### src/rtl/e203_nice_macc_if.sv
// NICE request/response channel bundle.
// master = core side, slave = coprocessor side.
interface e203_nice_macc_if;
  logic        nice_req_valid;
  logic        nice_req_ready;
  logic [31:0] nice_req_instr;
  logic [31:0] nice_req_rs1;
  logic [31:0] nice_req_rs2;
  logic        nice_rsp_valid;
  logic        nice_rsp_ready;
  logic [31:0] nice_rsp_rdat;
  logic        nice_rsp_err;

  modport master (
    output nice_req_valid,
    input  nice_req_ready,
    output nice_req_instr,
    output nice_req_rs1,
    output nice_req_rs2,
    input  nice_rsp_valid,
    output nice_rsp_ready,
    input  nice_rsp_rdat,
    input  nice_rsp_err
  );

  modport slave (
    input  nice_req_valid,
    output nice_req_ready,
    input  nice_req_instr,
    input  nice_req_rs1,
    input  nice_req_rs2,
    output nice_rsp_valid,
    input  nice_rsp_ready,
    output nice_rsp_rdat,
    output nice_rsp_err
  );
endinterface

### src/rtl/e203_nice_macc_core.sv
// NICE coprocessor: 32-bit accumulator with
// shift-add MACC and single-cycle acc ops.
module e203_nice_macc_core #(
  parameter logic [6:0] OPCODE     = 7'b1111011,
  parameter int         MUL_CYCLES = 32
) (
  input  logic               clk,
  input  logic               rst_n,
  e203_nice_macc_if.slave    nice,
  output logic               nice_active
);

  localparam int CW = (MUL_CYCLES > 1) ?
                      $clog2(MUL_CYCLES) : 1;
  localparam logic [CW-1:0] LAST = CW'(MUL_CYCLES - 1);

  typedef enum logic [1:0] {
    S_IDLE,
    S_BUSY,
    S_RSP
  } state_t;

  state_t      r_state;
  state_t      w_state_nxt;
  logic [31:0] r_acc;
  logic [31:0] r_prod;
  logic [31:0] r_mcand;
  logic [31:0] r_mplr;
  logic [CW-1:0] r_cnt;
  logic [31:0] r_rdat;
  logic        r_err;

  logic        w_req_hs;
  logic        w_rsp_hs;
  logic        w_legal;
  logic [6:0]  w_f7;
  logic        w_macc;
  logic        w_clr;
  logic        w_set;
  logic        w_rd;
  logic        w_last;
  logic [31:0] w_prod_nxt;
  logic [31:0] w_acc_macc;
  logic        w_unused_instr;

  assign w_f7    = nice.nice_req_instr[31:25];
  assign w_legal = nice.nice_req_instr[6:0] == OPCODE;
  assign w_macc  = w_legal & (w_f7 == 7'h01);
  assign w_clr   = w_legal & (w_f7 == 7'h02);
  assign w_set   = w_legal & (w_f7 == 7'h03);
  assign w_rd    = w_legal & (w_f7 == 7'h04);
  assign w_unused_instr = ^nice.nice_req_instr[24:7];

  assign w_req_hs = nice.nice_req_valid &
                    (r_state == S_IDLE);
  assign w_rsp_hs = (r_state == S_RSP) &
                    nice.nice_rsp_ready;
  assign w_last   = r_cnt == LAST;

  assign w_prod_nxt = r_prod +
                      (r_mplr[0] ? r_mcand : 32'd0);
  assign w_acc_macc = r_acc + w_prod_nxt;

  assign nice.nice_req_ready = r_state == S_IDLE;
  assign nice.nice_rsp_valid = r_state == S_RSP;
  assign nice.nice_rsp_rdat  = r_rdat;
  assign nice.nice_rsp_err   = r_err;
  assign nice_active         = r_state != S_IDLE;

  // State register
  always_ff @(posedge clk or negedge rst_n) begin
    if (!rst_n) r_state <= S_IDLE;
    else        r_state <= w_state_nxt;
  end

  // Next-state: MACC detours through BUSY
  always_comb begin
    w_state_nxt = r_state;
    unique case (r_state)
      S_IDLE: if (w_req_hs)
        w_state_nxt = w_macc ? S_BUSY : S_RSP;
      S_BUSY: if (w_last)
        w_state_nxt = S_RSP;
      S_RSP: if (w_rsp_hs)
        w_state_nxt = S_IDLE;
      default: w_state_nxt = S_IDLE;
    endcase
  end

  // Accumulator, multiplier and response datapath
  always_ff @(posedge clk or negedge rst_n) begin
    if (!rst_n) begin
      r_acc   <= '0;
      r_prod  <= '0;
      r_mcand <= '0;
      r_mplr  <= '0;
      r_cnt   <= '0;
      r_rdat  <= '0;
      r_err   <= 1'b0;
    end else if (w_req_hs) begin
      r_err <= ~(w_macc | w_clr | w_set | w_rd);
      unique case (1'b1)
        w_macc: begin
          r_prod  <= '0;
          r_mcand <= nice.nice_req_rs1;
          r_mplr  <= nice.nice_req_rs2;
          r_cnt   <= '0;
        end
        w_clr: begin
          r_rdat <= r_acc;
          r_acc  <= '0;
        end
        w_set: begin
          r_rdat <= r_acc;
          r_acc  <= nice.nice_req_rs1;
        end
        w_rd: r_rdat <= r_acc;
        default: r_rdat <= '0;
      endcase
    end else if (r_state == S_BUSY) begin
      r_prod  <= w_prod_nxt;
      r_mcand <= r_mcand << 1;
      r_mplr  <= r_mplr >> 1;
      r_cnt   <= r_cnt + 1'b1;
      if (w_last) begin
        r_acc  <= w_acc_macc;
        r_rdat <= w_acc_macc;
      end
    end
  end

endmodule

### src/flat_wrapper.sv
// flat-port wrapper written by rule: the top's interface ports become plain ports
module e203_nice_macc_core_flat 
#(
  parameter logic [6:0] OPCODE     = 7'b1111011,
  parameter int         MUL_CYCLES = 32
)
  (clk, rst_n, nice_active, nice_nice_req_valid, nice_nice_req_ready, nice_nice_req_instr, nice_nice_req_rs1, nice_nice_req_rs2, nice_nice_rsp_valid, nice_nice_rsp_ready, nice_nice_rsp_rdat, nice_nice_rsp_err);
  e203_nice_macc_if nice_i ();
  input  logic clk;
  input  logic rst_n;
  output logic nice_active;
  input wire logic [$bits(nice_i.nice_req_valid)-1:0] nice_nice_req_valid;
  output wire logic [$bits(nice_i.nice_req_ready)-1:0] nice_nice_req_ready;
  input wire logic [$bits(nice_i.nice_req_instr)-1:0] nice_nice_req_instr;
  input wire logic [$bits(nice_i.nice_req_rs1)-1:0] nice_nice_req_rs1;
  input wire logic [$bits(nice_i.nice_req_rs2)-1:0] nice_nice_req_rs2;
  output wire logic [$bits(nice_i.nice_rsp_valid)-1:0] nice_nice_rsp_valid;
  input wire logic [$bits(nice_i.nice_rsp_ready)-1:0] nice_nice_rsp_ready;
  output wire logic [$bits(nice_i.nice_rsp_rdat)-1:0] nice_nice_rsp_rdat;
  output wire logic [$bits(nice_i.nice_rsp_err)-1:0] nice_nice_rsp_err;
  assign nice_i.nice_req_valid = nice_nice_req_valid;
  assign nice_nice_req_ready = nice_i.nice_req_ready;
  assign nice_i.nice_req_instr = nice_nice_req_instr;
  assign nice_i.nice_req_rs1 = nice_nice_req_rs1;
  assign nice_i.nice_req_rs2 = nice_nice_req_rs2;
  assign nice_nice_rsp_valid = nice_i.nice_rsp_valid;
  assign nice_i.nice_rsp_ready = nice_nice_rsp_ready;
  assign nice_nice_rsp_rdat = nice_i.nice_rsp_rdat;
  assign nice_nice_rsp_err = nice_i.nice_rsp_err;
  e203_nice_macc_core #(.OPCODE(OPCODE), .MUL_CYCLES(MUL_CYCLES)) u_core (.clk(clk), .rst_n(rst_n), .nice(nice_i), .nice_active(nice_active));
endmodule
### config.mk
export PLATFORM = sky130hd
export DESIGN_NAME = e203_nice_macc_core_flat
export DESIGN_NICKNAME = d
export VERILOG_FILES = /design/src/rtl/e203_nice_macc_if.sv /design/src/rtl/e203_nice_macc_core.sv /design/src/flat_wrapper.sv
export SDC_FILE = /design/constraint.sdc
export NUM_CORES = 1
export LEC_CHECK = 0
export ABC_AREA = 1
export BUFFER_PORTS_ARGS = -buffer_cell sky130_fd_sc_hd__buf_2
export CAP_MARGIN = 20
export CORE_UTILIZATION = 30
export CTS_BUF_LIST = sky130_fd_sc_hd__clkbuf_8
export CTS_CLUSTER_DIAMETER = 200
export CTS_CLUSTER_SIZE = 16
export DETAILED_ROUTE_END_ITERATION = 10
export SYNTH_ARGS = -nofsm -noshare
export SYNTH_HDL_FRONTEND = slang
export SYNTH_SLANG_ARGS = --single-unit
### constraint.sdc
create_clock -name clk -period 3.9 [get_ports clk]
set_input_delay 0.585 -clock clk [delete_from_list [all_inputs] [get_ports clk]]
set_output_delay 0.585 -clock clk [all_outputs]
set_load 0.05 [all_outputs]
## Word-level counts from Yosys, hierarchy flattened

Index checks and enable logic that the tools add are counted.

| operators by class | value |
|---|---|
| add/subtract/negate cells | 3 |
| equality and inequality tests | 14 |
| muxes and demuxes | 24 |
| bitwise gates (word level) | 10 |
| reductions and logical operators | 9 |

Operator list:

| operator | number |
|---|---|
| 32-bit 2-to-1 mux | 14 |
| 32-bit case mux with 2 select lines | 2 |
| 32-bit adder | 2 |
| 5-bit 2-to-1 mux | 3 |
| 7-bit by 2-bit equality test with 1-bit output (second input constant) | 2 |
| 3-bit AND reduction | 3 |
| 2-bit 2-to-1 mux | 4 |
| 7-bit by 1-bit equality test with 1-bit output (second input constant) | 1 |
| 7-bit by 3-bit equality test with 1-bit output (second input constant) | 1 |
| 7-bit equality test (second input constant) | 1 |
| 1-bit AND | 6 |
| 2-bit by 1-bit inequality test with 1-bit output (second input constant) | 3 |
| 2-bit case mux with 3 select lines | 1 |
| 2-bit nonzero test | 3 |
| 5-bit by 1-bit adder with 5-bit output (second input constant) | 1 |
| 5-bit equality test (second input constant) | 1 |
| 2-bit inequality test (second input constant) | 2 |
| 3-bit inequality test (second input constant) | 1 |
| 1-bit OR | 3 |
| 3-bit OR reduction | 1 |
| 2-bit by 1-bit equality test with 1-bit output (second input constant) | 1 |
| 2-bit equality test (second input constant) | 1 |
| 2-bit zero test | 1 |
| 2-bit AND reduction | 1 |
| 1-bit inverter | 1 |

| storage, ports and cells | value |
|---|---|
| register bits | 168 |
| input bits | 100 |
| word-level logic and storage cells | 68 |

## Longest topological paths before layout

| logic depth | value |
|---|---|
| depth after elaboration | 6 |
| mapped depth | 30 |

## Worst setup path after synthesis

No wires, ideal clock.

| path | value |
|---|---|
| kind | register -> register |
| from | reg u_core.r_mplr[0] |
| to | reg u_core.r_acc[29] |
| library setup time | 0.077 ns |
| data arrival time | 3.831 ns |
| path slack | -0.008 ns |
| stages on the path, launching flop included | 30 |
| period minus slack after synthesis | 3.908 ns |
| path through | dfrtp_1 > clkbuf_1 > clkbuf_1 > nand2_1 > inv_1 > ha_1 > inv_1 > fa_1 > inv_1 > nand3_1 > nand2_1 > nand2_1 > nand2_1 > a21o_1 > nand3_1 > nand2_1 > nand3_1 > nand2_1 > nand2_1 > and2_1 > ha_1 > a21oi_1 > o21ai_0 > a21oi_1 > o21ai_0 > a21oi_1 > nand2_1 > nand2_1 > nand3_1 > a21oi_1 |

| between the ends | value |
|---|---|
| word-level cells in the longest chain between the ends | 6 |

RTL lines:

| item | RTL line | RTL |
|---|---|---|
| start: declaration | e203_nice_macc_core.sv:28 | `logic [31:0] r_mplr;` |
| start signal: assignment | e203_nice_macc_core.sv:106 | `r_mplr <= nice.nice_req_rs2;` |
| start signal: assignment | e203_nice_macc_core.sv:123 | `r_mplr <= r_mplr >> 1;` |
| 32-bit 2-to-1 mux | e203_nice_macc_core.sv:61 | `(r_mplr[0] ? r_mcand : 32'd0);` |
| 32-bit adder | e203_nice_macc_core.sv:60 | `assign w_prod_nxt = r_prod +` |
| 32-bit adder | e203_nice_macc_core.sv:62 | `assign w_acc_macc = r_acc + w_prod_nxt;` |
| 32-bit 2-to-1 mux | e203_nice_macc_core.sv:125 | `if (w_last) begin` |
| 32-bit 2-to-1 mux | e203_nice_macc_core.sv:120 | `end else if (r_state == S_BUSY) begin` |
| 32-bit 2-to-1 mux | e203_nice_macc_core.sv:100 | `end else if (w_req_hs) begin` |
| end signal: assignment | e203_nice_macc_core.sv:115 | `r_acc <= nice.nice_req_rs1;` |
| end signal: assignment | e203_nice_macc_core.sv:126 | `r_acc <= w_acc_macc;` |
| end: declaration | e203_nice_macc_core.sv:25 | `logic [31:0] r_acc;` |

No other way between the ends. The select of a mux whose other input is x is not followed.
A chain may end at the register's enable or synchronous reset.

## Worst setup path in the final report

| path | value |
|---|---|
| from | reg u_core.r_mplr[0] |
| to | reg u_core.r_acc[23] |

The elaborated chain is that of the path after synthesis.

==> flow_summary.yaml <==
status:
  status: "completed"
floorplan:
  io-pin-count: 136
  core_um2: 37900
  dieArea_um2: 39500
  die-width_um: 199
  die_h_um: 199
  rows: 71
  initial_core_util_pct: 30.6
global_routing:
  grt_pass1_wl_mm: 61.1
  grt_pass1_vias: 11600
  antenna_found_initial: 4
  grt_use_total_pct: 19.9
  grt_max_degree: 105
  grt_remaining_overflow: 0
route:
  vias: 12000
  viasPerCell: 4.98
  finalWirelength_mm: 39.6
  wl_per_cell_um: 16.4
  drtAntennaViolNets: 0
  drcViolationCount: 0
  first_pass_iters: 5
  drt_iter0_markers: 731
logic_synthesis:
  netlist_instances: 1620
  ys_async_sr_fraction_pct: 100
  synth_nets: 1789
  netlist.area_leader.share_pct: 36.2
  synth-edff-count: 0
  yosys_warnings: 0
  synth_ff_type: "dfrtp_1"
  yosysTopAreaCell: "dfrtp_1"
  synth_cell_types: 48
  synth.area.top_cells: "dfrtp_1, nand2_1, ha_1"
  yosysSeqAreaShare_pct: 36.2
  ys_seq_elements: 168
  syn_area_um2: 11600
  syn_area_per_cell_um2: 7.17
power_and_ir_drop:
  pwr_density_cell_nw_per_um2: 564
  power.leakage_nw: 7.87
  power_mw: 9.19
  ir_drop_v: 0.000365
critical_path:
  criticalPathCategory: "reg2reg"
  cp.buffers_inverters: 8
  crit_top_cell: "inv_2"
  path_max_fanout: 5
  cp_top_family: "simple AND/OR/NAND/NOR gates"
  cp.arrival_ps: 4250
  startpoint_type: "flip-flop"
  timing.critical_path.to_type: "flip-flop"
  cpMaxStageDelayCell: "dfrtp_2"
  max_stage_delay_ps: 440
  critPathRequiredTime_ps: 4270
clock_network:
  htreeDepth: 4
  max-clock-path-buffers: 2
  clkLatencyLatePin_ps: 500
  cts-root-buf: "clkbuf_8"
  cts_tree: "built"
  cts_sinks: 168
  numCtsBuffers: 17
  clkTransAtPathRegs_ps: 100
  hold_buffers: 0
placement:
  hpwl_mm: 28.7
  dp_cells: 2363
  portBuffers: 117
  dpl-instance-area_um2: 13900
  routabilityCongestion: 0.912
timing:
  grt_setup_unrepaired: "yes"
  hold_viol: 0
  max_slew.worst_pin.slew_ps: 1050
  setup_viol: 0
  fin_skew_ps: 14.4
  slew-limit-headroom_pct: 30.0
  whs_ps: 102
  max_freq_mhz: 258
  min_period_over_period_pct: 99.4
  period_needed_ps: 3880
  drv_slew: 0
finish:
  final_cells: 2416
  fill_cells: 3839
  fin_nets: 2058
  stdcell_area_um2: 16300
  drive_gt1_share_pct: 36.1
  area_delta_synth_final_pct: 40.3
flow_run:
  maxCapViolCount: 0
hold_path:
  hp-class: "in2async"
## report_power, final
group	switching [mW]	internal, mW	leakage [nW]
Clock	0.762	0.646	0.211
Sequential	0.332	2.09	1.92
Combinational	3.19	2.17	5.74
## synthesized netlist by cell type (18+ instances only)
| master | n |
|---|---|
| dfrtp_1 | 168 |
| nand3_1 | 85 |
| a21oi_1 | 126 |
| a31oi_1 | 61 |
| nor2_1 | 159 |
| a22oi_1 | 23 |
| nor3_1 | 19 |
| ha_1 | 67 |
| xor2_1 | 23 |
| o211ai_1 | 18 |
| buf_2 | 19 |
| o21ai_0 | 79 |
| nand2_1 | 406 |
| clkbuf_1 | 33 |
| inv_1 | 194 |
## worst paths after layout
kind | from | to | slack [ps] | cells after the start
worst max-delay path | u_core.r_mplr[0] | u_core.r_acc[23] | 20 | 30
worst min register to register | u_core.nice.nice_rsp_rdat[6] | u_core.nice.nice_rsp_rdat[6] | 490 | 2
worst min-delay path | rst_n | u_core.r_mplr[8] | 100 | 1
max in group asynchronous | rst_n | u_core.r_mplr[0] | 2840 | 2
min in group clk | nice_nice_req_rs2[31] | u_core.r_mplr[31] | 310 | 2
worst max register to register | u_core.r_mplr[0] | u_core.r_acc[23] | 20 | 30
## cell families (layout without fill, tap and decap cells)
| family | after synthesis | in the layout | synth area share [%] |
|---|---|---|---|
| simple gates | 713 | 713 | 25.5 |
| compound gates | 378 | 378 | 19.7 |
| buf+inv | 263 | 545 | 8.91 |
| flops | 168 | 168 | 36.2 |
| fa+ha+maj | 69 | 69 | 7.56 |
| xor+xnor | 29 | 29 | 2.19 |
| other cells | 0 | 3 | 0 |
## flip-flops by register name, summed over array words and instances, names as in the netlist
signal / flops
u_core.r_cnt: 5
u_core.r_state: 2
u_core.nice.nice_rsp_err: 1
u_core.r_acc: 32
u_core.nice.nice_rsp_rdat: 32
u_core.r_mcand: 32
u_core.r_mplr: 32
u_core.r_prod: 32
## per-layer routing
layer  up-vias  GRT usage [%]  share of wire (%)
li1       5930              -                  -
met1      5784           27.2                 46
met2       267           31.3                 47
met3        52           3.05                4.5
met4         2           7.66                2.4
met5         -              0              0.025
## timing repair
item                                    CTS  global route
gates cloned                              0             1
buffers inserted                          2            18
resized for setup                        75           346
hold endpoints to repair                  0             0
endpoints found under the setup margin   31            42
pin swaps                                14           113
## cells in the final DEF (no fill, tap or decap), drive strengths merged, types with 23 or more instances in the layout
cell,Yosys,final
nand2,406,406
buf,28,311
inv,202,206
dfrtp,168,168
nor2,162,162
a21oi,127,127
nand3,85,85
o21ai,82,82
ha,67,67
a31oi,61,61
a22oi,23,23
xor2,23,23
## worst register-to-register path, delay by kind of cell (launching register included)
kind	cells	cell delay, ps
buffers and inverters	8	700
DFF	1	440
AOI/OAI and AO/OA	4	410
and+or+nand+nor	14	1310
adders and majority gates	3	790
xor gates and xnor gates	1	120
## through the flow
stage	utilization, %	setup slack (ps)	setup TNS (ps)
after floorplan	-	83.4	0
after global placement	36.7	-191	-2490
after detailed placement	36.7	-222	-3410
after CTS	38.8	-29.1	-94.2
after global routing	43.0	-209	-2600
final	43.0	21.5	0
## cell type report
class	count	area [µm²]	area share, %
multi-input cells	1189	8150	49.9
inverters	202	761	4.66
diodes	3	7.51	0.0460
clock buffers	17	234	1.43
repair buffers	311	2130	13.0
well taps	511	639	3.92
clock inverters	15	191	1.17
flip-flops and latches	168	4210	25.8
Power figures use the tool's default switching activity.
